File: src/rtl/piso_serializer.sv
// ---------------------------------------------------------------------------
// piso_serializer
//   Parallel-in / serial-out stage. Takes a WIDTH-bit word from the register
//   bank q bus and emits it one bit per accepted serial transfer. Valid/ready
//   handshake on both sides. A new word can be loaded on the same edge that
//   the last bit of the current word transfers, so back-to-back words leave
//   no bubble.
//
//   state  | meaning
//   -------+--------------------------------------------------------------
//   IDLE   | no word loaded; in_ready=1, ser_valid=0
//   SHIFT  | word loaded; head bit of r_shift presented on o_ser_out
//
// Ports
//   clk          rising-edge clock
//   rst          asynchronous reset, active-high
//   i_in_data    parallel word from the register bank
//   i_in_valid   i_in_data is valid
//   o_in_ready   serializer accepts i_in_data this cycle
//                (combinational from i_ser_ready while in SHIFT)
//   o_ser_out    current serial bit
//   o_ser_valid  o_ser_out is valid
//   i_ser_ready  downstream accepts o_ser_out this cycle
//   o_ser_last   o_ser_out is the final bit of the word
//   o_busy       a word is loaded and not fully emitted
// ---------------------------------------------------------------------------
module piso_serializer #(
    parameter int WIDTH     = 8,
    parameter bit LSB_FIRST = 1'b1
) (
    input  logic             clk,
    input  logic             rst,
    input  logic [WIDTH-1:0] i_in_data,
    input  logic             i_in_valid,
    output logic             o_in_ready,
    output logic             o_ser_out,
    output logic             o_ser_valid,
    input  logic             i_ser_ready,
    output logic             o_ser_last,
    output logic             o_busy
);

    localparam int CW = $clog2(WIDTH);
    localparam logic [CW-1:0] LAST_IDX = CW'(WIDTH - 1);

    localparam logic [0:0] ST_IDLE  = 1'b0;
    localparam logic [0:0] ST_SHIFT = 1'b1;

    logic [0:0]       r_state;
    logic [WIDTH-1:0] r_shift;
    logic [CW-1:0]    r_cnt;

    logic             w_in_shift;
    logic             w_last;
    logic             w_xfer;
    logic             w_accept;
    logic             w_head_bit;
    logic [WIDTH-1:0] w_shift_next;

    assign w_in_shift = (r_state == ST_SHIFT);
    assign w_last     = (r_cnt == LAST_IDX);
    assign w_xfer     = w_in_shift && i_ser_ready;

    // A word is taken either from IDLE or on the edge where the last bit of
    // the current word leaves; the latter is what gives zero-bubble streaming.
    assign w_accept   = i_in_valid && (!w_in_shift || (w_xfer && w_last));

    // Shift toward the output bit with zero fill.
    generate
        if (LSB_FIRST) begin : g_lsb
            assign w_head_bit   = r_shift[0];
            assign w_shift_next = {1'b0, r_shift[WIDTH-1:1]};
        end else begin : g_msb
            assign w_head_bit   = r_shift[WIDTH-1];
            assign w_shift_next = {r_shift[WIDTH-2:0], 1'b0};
        end
    endgenerate

    always_ff @(posedge clk or posedge rst) begin
        if (rst) begin
            r_state <= ST_IDLE;
            r_shift <= '0;
            r_cnt   <= '0;
        end else if (w_accept) begin
            r_state <= ST_SHIFT;
            r_shift <= i_in_data;
            r_cnt   <= '0;
        end else if (w_xfer) begin
            if (w_last) begin
                // Final bit gone and nothing waiting: clear so IDLE is clean.
                r_state <= ST_IDLE;
                r_shift <= '0;
                r_cnt   <= '0;
            end else begin
                r_shift <= w_shift_next;
                r_cnt   <= r_cnt + CW'(1);
            end
        end
    end

    assign o_ser_valid = w_in_shift;
    assign o_busy      = w_in_shift;
    assign o_ser_out   = w_in_shift && w_head_bit;
    assign o_ser_last  = w_in_shift && w_last;
    assign o_in_ready  = !w_in_shift || (w_xfer && w_last);

endmodule

File: config.mk
export PLATFORM = sky130hd
export DESIGN_NAME = piso_serializer
export DESIGN_NICKNAME = d
export VERILOG_FILES = /design/src/rtl/piso_serializer.sv
export SDC_FILE = /design/constraint.sdc
export NUM_CORES = 1
export LEC_CHECK = 0
export ABC_AREA = 1
export CORE_AREA = 4 4 41 43
export CTS_BUF_LIST = sky130_fd_sc_hd__clkbuf_4
export DETAILED_ROUTE_END_ITERATION = 10
export DIE_AREA = 0 0 45 47
export GPL_TIMING_DRIVEN = 0
export PLACE_DENSITY = 0.82
export SYNTH_ARGS = -nofsm -noshare
export SYNTH_HDL_FRONTEND = slang
export SYNTH_SLANG_ARGS = --single-unit
File: constraint.sdc
create_clock -name clk -period 2.49 [get_ports clk]
set_input_delay 0.498 -clock clk [delete_from_list [all_inputs] [get_ports clk]]
set_output_delay 0.498 -clock clk [all_outputs]
set_load 0.02 [all_outputs]
Yosys cells after proc, flatten, opt, wreduce, memory -nomap -nowiden
Cells that the tools add are included.
{"block": "classes", "n_addsub": 1, "n_eq_ne": 1, "n_mux": 9, "n_reduce_logical": 10}
{"operator": "$mux 8", "count": 2}
{"operator": "$mux 3", "count": 3}
{"operator": "$mux 7", "count": 1}
{"operator": "$logic_and 1x1->1", "count": 5}
{"operator": "$reduce_bool 2->1", "count": 2}
{"operator": "$add 3x1->3 const B", "count": 1}
{"operator": "$eq 3x3->1 const B", "count": 1}
{"operator": "$mux 1", "count": 3}
{"operator": "$reduce_and 2->1", "count": 1}
{"operator": "$logic_not 1->1", "count": 1}
{"operator": "$logic_or 1x1->1", "count": 1}
{"block": "totals", "reg_bits": 12, "in_bits": 12, "out_inout_bits": 5, "word_cells": 24}

Longest topological paths before layout
Gate-level depths: netlist of run 1.
{"block": "logic_depth", "word_depth": 6, "depth_mapped": 8, "depth_no_buf": 8}

Least setup slack after synthesis of run 1
No wires, ideal clock.
{"block": "synth_timing", "path_type": "reg2out", "start": "register r_cnt[0]", "end": "output port o_in_ready", "arrival_time_ns": 1.076, "required_ns": 1.992, "path_slack_ns": 0.916, "stages_incl_launch_ff": 6, "n_path_buf": 1, "path_cell_list": "dfrtp_1 > ha_1 > ha_1 > nand2_1 > nand2_1 > buf_4"}
{"block": "synth_between", "elab_chain_cells": 3}
{"element": "from (decl)", "line": "51", "rtl": "logic [CW-1:0] r_cnt;"}
{"element": "from (signal assigned)", "line": "96", "rtl": "r_cnt <= r_cnt + CW'(1);"}
{"element": "$eq 3x3->1", "line": "61", "rtl": "assign w_last = (r_cnt == LAST_IDX);"}
{"element": "$logic_and 1x1->1", "line": "105", "rtl": "assign o_in_ready = !w_in_shift || (w_xfer && w_last);"}
{"element": "$logic_or 1x1->1", "line": "105"}
{"element": "to (decl)", "line": "35", "rtl": "output logic o_in_ready,"}
Every way passes these cells.

Worst setup path after layout of run 1
{"block": "layout_timing", "start": "register r_cnt[0]", "end": "output port o_ser_last"}
{"block": "layout_between", "elab_chain_cells": 2}
{"element": "$eq 3x3->1", "line": "61"}
{"element": "$logic_and 1x1->1", "line": "104", "rtl": "assign o_ser_last = w_in_shift && w_last;"}
{"element": "to (decl)", "line": "39", "rtl": "output logic o_ser_last,"}
Every way passes these cells.

==> results of run 1 <==
==> metrics by stage <==
stage | hold WS [ps] | total power, W | instance area (µm²) | std cells
detailed placement | 466.2 | 0.0007774 | 845.8 | 123
floorplan | 362.7 | 0.0006349 | 676.9 | 93
finish | 481.5 | 0.0008865 | 870.8 | 126
CTS | 486.0 | 0.0008971 | 868.3 | 126
global placement | 458.0 | 0.0007623 | 845.8 | 123
global route | 511.6 | 0.0009635 | 870.8 | 126
==> power groups by stage <==
stage / logic [W] / clock network (W) / registers (W)
after floorplan: 0.000309 / 0 / 0.000326
after global placement: 0.000437 / 0 / 0.000325
after detailed placement: 0.000450 / 0 / 0.000327
after CTS: 0.000453 / 0.000121 / 0.000323
after global routing: 0.000502 / 0.000128 / 0.000334
final: 0.000445 / 0.000117 / 0.000324
==> flip-flops by register name, summed over array words and instances (netlist names) <==
register / count
r_cnt: 3
r_shift: 8
o_busy: 1
==> worst max-delay path by stage <==
stage	to	slack, ps	cells past startpoint
after floorplan	o_in_ready	920	5
after global placement	o_in_ready	120	5
after detailed placement	o_in_ready	100	5
after CTS	o_in_ready	30	6
after global routing	o_ser_last	180	5
final	o_ser_last	270	5
==> Yosys cell counts (all sizes together) <==
| library cell | n | share of area |
|---|---|---|
| ha | 2 | 0.037 |
| nand2 | 44 | 0.26 |
| buf | 4 | 0.055 |
| nand3 | 17 | 0.13 |
| o31ai | 1 | 0.011 |
| inv | 13 | 0.072 |
| dfrtp | 12 | 0.44 |
==> cell type report <==
| class | count | area [µm²] | share of cell area |
|---|---|---|---|
| plain buffers | 4 | 37.54 | 0.04310 |
| clock buffers | 3 | 22.52 | 0.02586 |
| inverters | 13 | 48.80 | 0.05603 |
| multi-input cells | 64 | 290.3 | 0.3333 |
| flip-flops and latches | 12 | 300.3 | 0.3448 |
| well taps | 15 | 18.77 | 0.02155 |
| repair buffers | 15 | 152.6 | 0.1753 |
==> layer usage <==
layer	wire, µm	vias to the layer above	GRT usage
met5	0	-	0
li1	-	322	-
met2	675	18	0.2684
met4	7	0	0.05263
met3	91	2	0.02299
met1	586	271	0.1699
==> logic make-up (layout without fill, tap and decap cells) <==
kind of cell	after synthesis	in the layout	share of synthesized area
adders and majority gates	2	2	0.03696
buffers and inverters	17	35	0.1275
DFF	12	12	0.4436
AOI/OAI and AO/OA	1	1	0.01109
and+or+nand+nor	61	61	0.3808
==> worst max-delay path, delay by kind of cell (launching register included) <==
kind | cells | cell delay (ps)
buffers and inverters | 2 | 550
adder cells (fa/ha/maj) | 2 | 420
flip-flops | 1 | 410
AND/OR/NAND/NOR | 1 | 70
==> metrics, run 1 <==
status finished clean; fin crit share 0.8912; Max stage delay on crit path 520 ps; Final WS setup 270.9 ps; Starting Density 0.5202; R2R Path Start r_cnt[0]$_DFFE_PP0P_; Setup Viol. Count Final 0; # port buffers 15; clock latency on the worst-skew pair 260 ps; floorplan row count 13; fmax 0.4506 GHz; endpoint with the worst hold slack r_shift[7]$_DFFE_PP0P_; Max clock buf depth 2; clock skew 1.257 ps; antenna diode count 0; post-CTS sizing 0; cts hold-fix bufs 0; pwr dens 1018 nW/µm²; Vias/cell 4.865; hold depth 2; sequential power share 0.365; Seq/Total Area, Yosys 0.4436; Worst Path Arrival 1720 ps; critical path peak fanout 4; VDD IR max 0.5232 mV; Worst EP required 1990 ps; Critical-path top delay cell clkdlybuf4s50_1; Num CTS Buffers 3; Worst setup startpoint r_cnt[0]$_DFFE_PP0P_; Max-slew headroom 0.6843; Yosys reg bits 12; RSZ-0062 raised after global routing false; Setup WS pre-CTS 100.2 ps; CTS sink count 12; total wire length 1360 µm; total track usage 0.1455; internal reg-to-reg setup slack 930 ps; max_cap viols 0; Post-CTS Setup Inserts 0; initial antenna violation count 0; CTS tree built; vias in the first global route 556; Slew @ Worst Pin 473.1 ps; drt first pass iters 4; Congestion Overflow GR 0; syn nets 107; # nets final 127; combinational power share 0.502; Crit Path Category register to output port; cell repeated most along the worst path ha_1; LEAKAGE 0.5187 nW; Pins Over Slew Limit 0; antenna-violating nets left 0; Syn-to-layout area delta 28.65%; first-pass GRT wire length 2249 µm; Final Critical Period 2219 ps; Fin. Hold Viols 0; Internal 0.0005266 W; die area 2115 µm²; Post-Syn Instances 93; Net Sw Power 0.0003599 W; core area 1301 µm²; Setup crit end kind output port; Post-Synthesis Cell Area 676.9 µm²; leading cell types in the layout, fill and taps excluded nand2_1 (43), nand3_1 (17), clkdlybuf4s50_1 (14), inv_1 (12), dfrtp_1 (12); GPL Wtd Cong 0.7676; Fillers 129; die height 47 µm; die width 45 µm; Final HPWL DP 982.4 µm; share of layout cells above drive strength 1 0.08108; I/O Pins 17; Reg2Reg Depth 8; clk root buf clkbuf_4; via count 613; R2R Path End r_shift[2]$_DFFE_PP0P_; CP Launch Type register; Setup TNS 0 ps; DRC Markers 0; Yosys cell types 10; part of the power in the clock network 0.132; largest net degree at the start of global routing 13; Iter 0 DRT Violations 12; YS warnings 0; routed len/inst 10.79 µm; Sw Ratio 0.4060; Core Util, Final 0.6692; worst path cell trace ha_1 -> ha_1 -> nand2_1 -> inv_1 -> clkdlybuf4s50_1; hold path startpoint r_shift[7]$_DFFE_PP0P_; CTS clk-pin slew, worst paths 70 ps; H-Tree Depth 1; Hold Path Class register to register; Mean Syn Cell Area 7.278 µm²; commonest non-fill, non-tap cell in the layout nand2_1
Power figures use the tool's default switching activity.
==> inputs of run 2 (changes only) <==
--- a/config.mk
+++ b/config.mk
@@ -6,12 +6,13 @@
 export NUM_CORES = 1
 export LEC_CHECK = 0
 export ABC_AREA = 1
+export CAP_MARGIN = 0
 export CORE_AREA = 4 4 41 43
 export CTS_BUF_LIST = sky130_fd_sc_hd__clkbuf_4
 export DETAILED_ROUTE_END_ITERATION = 10
 export DIE_AREA = 0 0 45 47
 export GPL_TIMING_DRIVEN = 0
-export PLACE_DENSITY = 0.82
+export PLACE_DENSITY = 0.86
 export SYNTH_ARGS = -nofsm -noshare
 export SYNTH_HDL_FRONTEND = slang
 export SYNTH_SLANG_ARGS = --single-unit
==> run 2 against run 1 <==
Effect of this change: first-iteration DRC count fell by 33%; via count rose by 3.3%; die area did not move; clock power rose by 3%; critical endpoint unchanged; largest power group unchanged.
==> metrics, run 2 (synthesized netlist as in run 1, its figures left out) <==
status finished clean; Setup crit end kind output port; share of layout cells above drive strength 1 0.08108 (unchanged); Hold Path Class register to register; Post-CTS Setup Inserts 0 (unchanged); Net Sw Power 0.0003649 W (+1.4%); Hold Slack 485.4 ps (+3.920 ps); drt first pass iters 4 (unchanged); total track usage 0.1565 (+0.01100); Syn-to-layout area delta 28.65% (unchanged); Max clock buf depth 2 (unchanged); clk root buf clkbuf_4; Congestion Overflow GR 0 (unchanged); Setup WS pre-CTS 112.1 ps (+11.86 ps); CTS sink count 12 (unchanged); # port buffers 15 (unchanged); # nets final 127 (unchanged); H-Tree Depth 1 (unchanged); die height 47 µm (unchanged); vias in the first global route 617 (+11%); Pins Over Slew Limit 0 (unchanged); Sw Ratio 0.4091 (+0.003147); Iter 0 DRT Violations 8 (-4); sequential power share 0.363 (-0.002); commonest non-fill, non-tap cell in the layout nand2_1; Largest register FFs 8 (unchanged); core area 1301 µm² (unchanged); RSZ-0062 raised after global routing false; routed len/inst 10.79 µm (about the same); Setup Viol. Count Final 0 (unchanged); Fin. Hold Viols 0 (unchanged); Final Critical Period 2236 ps (+16.46 ps); Slew @ Worst Pin 465.6 ps (-7.535 ps); Num CTS Buffers 3 (unchanged); VDD IR max 0.5176 mV (-1.1%); Final WS setup 254.4 ps (-16.46 ps); CTS tree built; register with the most flip-flops r_shift; Crit Path Category register to output port; Starting Density 0.5202 (unchanged); total wire length 1359 µm (about the same); first-pass GRT wire length 2359 µm (+4.9%); max_cap viols 0 (unchanged); I/O Pins 17 (unchanged); Worst EP required 1990 ps (about the same); Setup TNS 0 ps (unchanged); floorplan row count 13 (unchanged); die area 2115 µm² (unchanged); clock latency on the worst-skew pair 270 ps (about the same); part of the power in the clock network 0.136 (+0.004); antenna diode count 0 (unchanged); largest net degree at the start of global routing 13 (unchanged); via count 633 (+3.3%); antenna-violating nets left 0 (unchanged); Max-slew headroom 0.6893 (+0.005029); Worst Path Arrival 1740 ps (+20 ps); fmax 0.4473 GHz (-0.74%); CTS clk-pin slew, worst paths 80 ps (about the same); DRC Markers 0 (unchanged); cts hold-fix bufs 0 (unchanged); CP Launch Type register; initial antenna violation count 0 (unchanged); Vias/cell 5.024 (+3.3%); critical path peak fanout 4 (unchanged); fin crit share 0.8978 (+0.006612); LEAKAGE 0.5187 nW (unchanged); pwr dens 1024 nW/µm² (+0.60%); die width 45 µm (unchanged); GPL Wtd Cong 0.7729 (+0.69%); Internal 0.0005270 W (about the same); combinational power share 0.501 (about the same); leading cell types in the layout, fill and taps excluded nand2_1 (43), nand3_1 (17), clkdlybuf4s50_1 (14), inv_1 (12), dfrtp_1 (12); Final HPWL DP 988.9 µm (+0.66%); clock skew 2.874 ps (+1.617 ps); post-CTS sizing 0 (unchanged)
-- run 2: power groups by stage --
stage               Combinational (W)  Sequential, W  Clock, W
floorplan                    0.000309       0.000326         0
global placement             0.000439       0.000324         0
detailed placement           0.000452       0.000327         0
CTS                          0.000453       0.000324  0.000122
global route                 0.000508       0.000334  0.000130
finish                       0.000446       0.000324  0.000121
-- run 2: metrics by stage --
stage	cells	cell area, µm²	util	power [W]
detailed placement	123	845.8	0.6500	0.0007790
global route	126	870.8	0.6692	0.0009720
global placement	123	845.8	0.6500	0.0007631
finish	126	870.8	0.6692	0.0008919
CTS	126	868.3	0.6673	0.0008990
floorplan	93	676.9	-	0.0006349
-- run 2: layout make-up --
class / count / area, µm²
sequential: 12 / 300.3
multi-input combinational: 64 / 290.3
fill: 128 / 430.4
tap: 15 / 18.77
timing repair buffer: 15 / 152.6
inverter: 13 / 48.80
clock buffer: 3 / 22.52
buffer: 4 / 37.54
-- run 2: metal layers --
| metal | part of all wire | global-route usage | vias to the layer above |
|---|---|---|---|
| met5 | 0 | 0 | - |
| met4 | 0.025 | 0.1053 | 0 |
| met3 | 0.068 | 0.03831 | 4 |
| met2 | 0.47 | 0.2599 | 26 |
| met1 | 0.44 | 0.1786 | 284 |
| li1 | - | - | 319 |
-- run 2: worst max-delay path, stage by stage, from the launching register on --
cell	delay, ps
dfrtp_1	400
ha_1	210
ha_1	220
nand2_1	80
inv_1	30
clkdlybuf4s50_1	520
-- run 2: path summary, 6_finish.rpt --
path / to / depth (start not counted) / slack [ps] / startpoint
max in group asynchronous: r_shift[0]$_DFFE_PP0P_ / 2 / 1640 / rst
max reg2reg: r_shift[2]$_DFFE_PP0P_ / 8 / 930 / r_cnt[0]$_DFFE_PP0P_
min in group asynchronous: r_shift[4]$_DFFE_PP0P_ / 2 / 530 / rst
min: r_shift[7]$_DFFE_PP0P_ / 2 / 490 / r_shift[7]$_DFFE_PP0P_
min reg2reg: r_shift[7]$_DFFE_PP0P_ / 2 / 490 / r_shift[7]$_DFFE_PP0P_
max: o_ser_last / 5 / 250 / r_cnt[0]$_DFFE_PP0P_
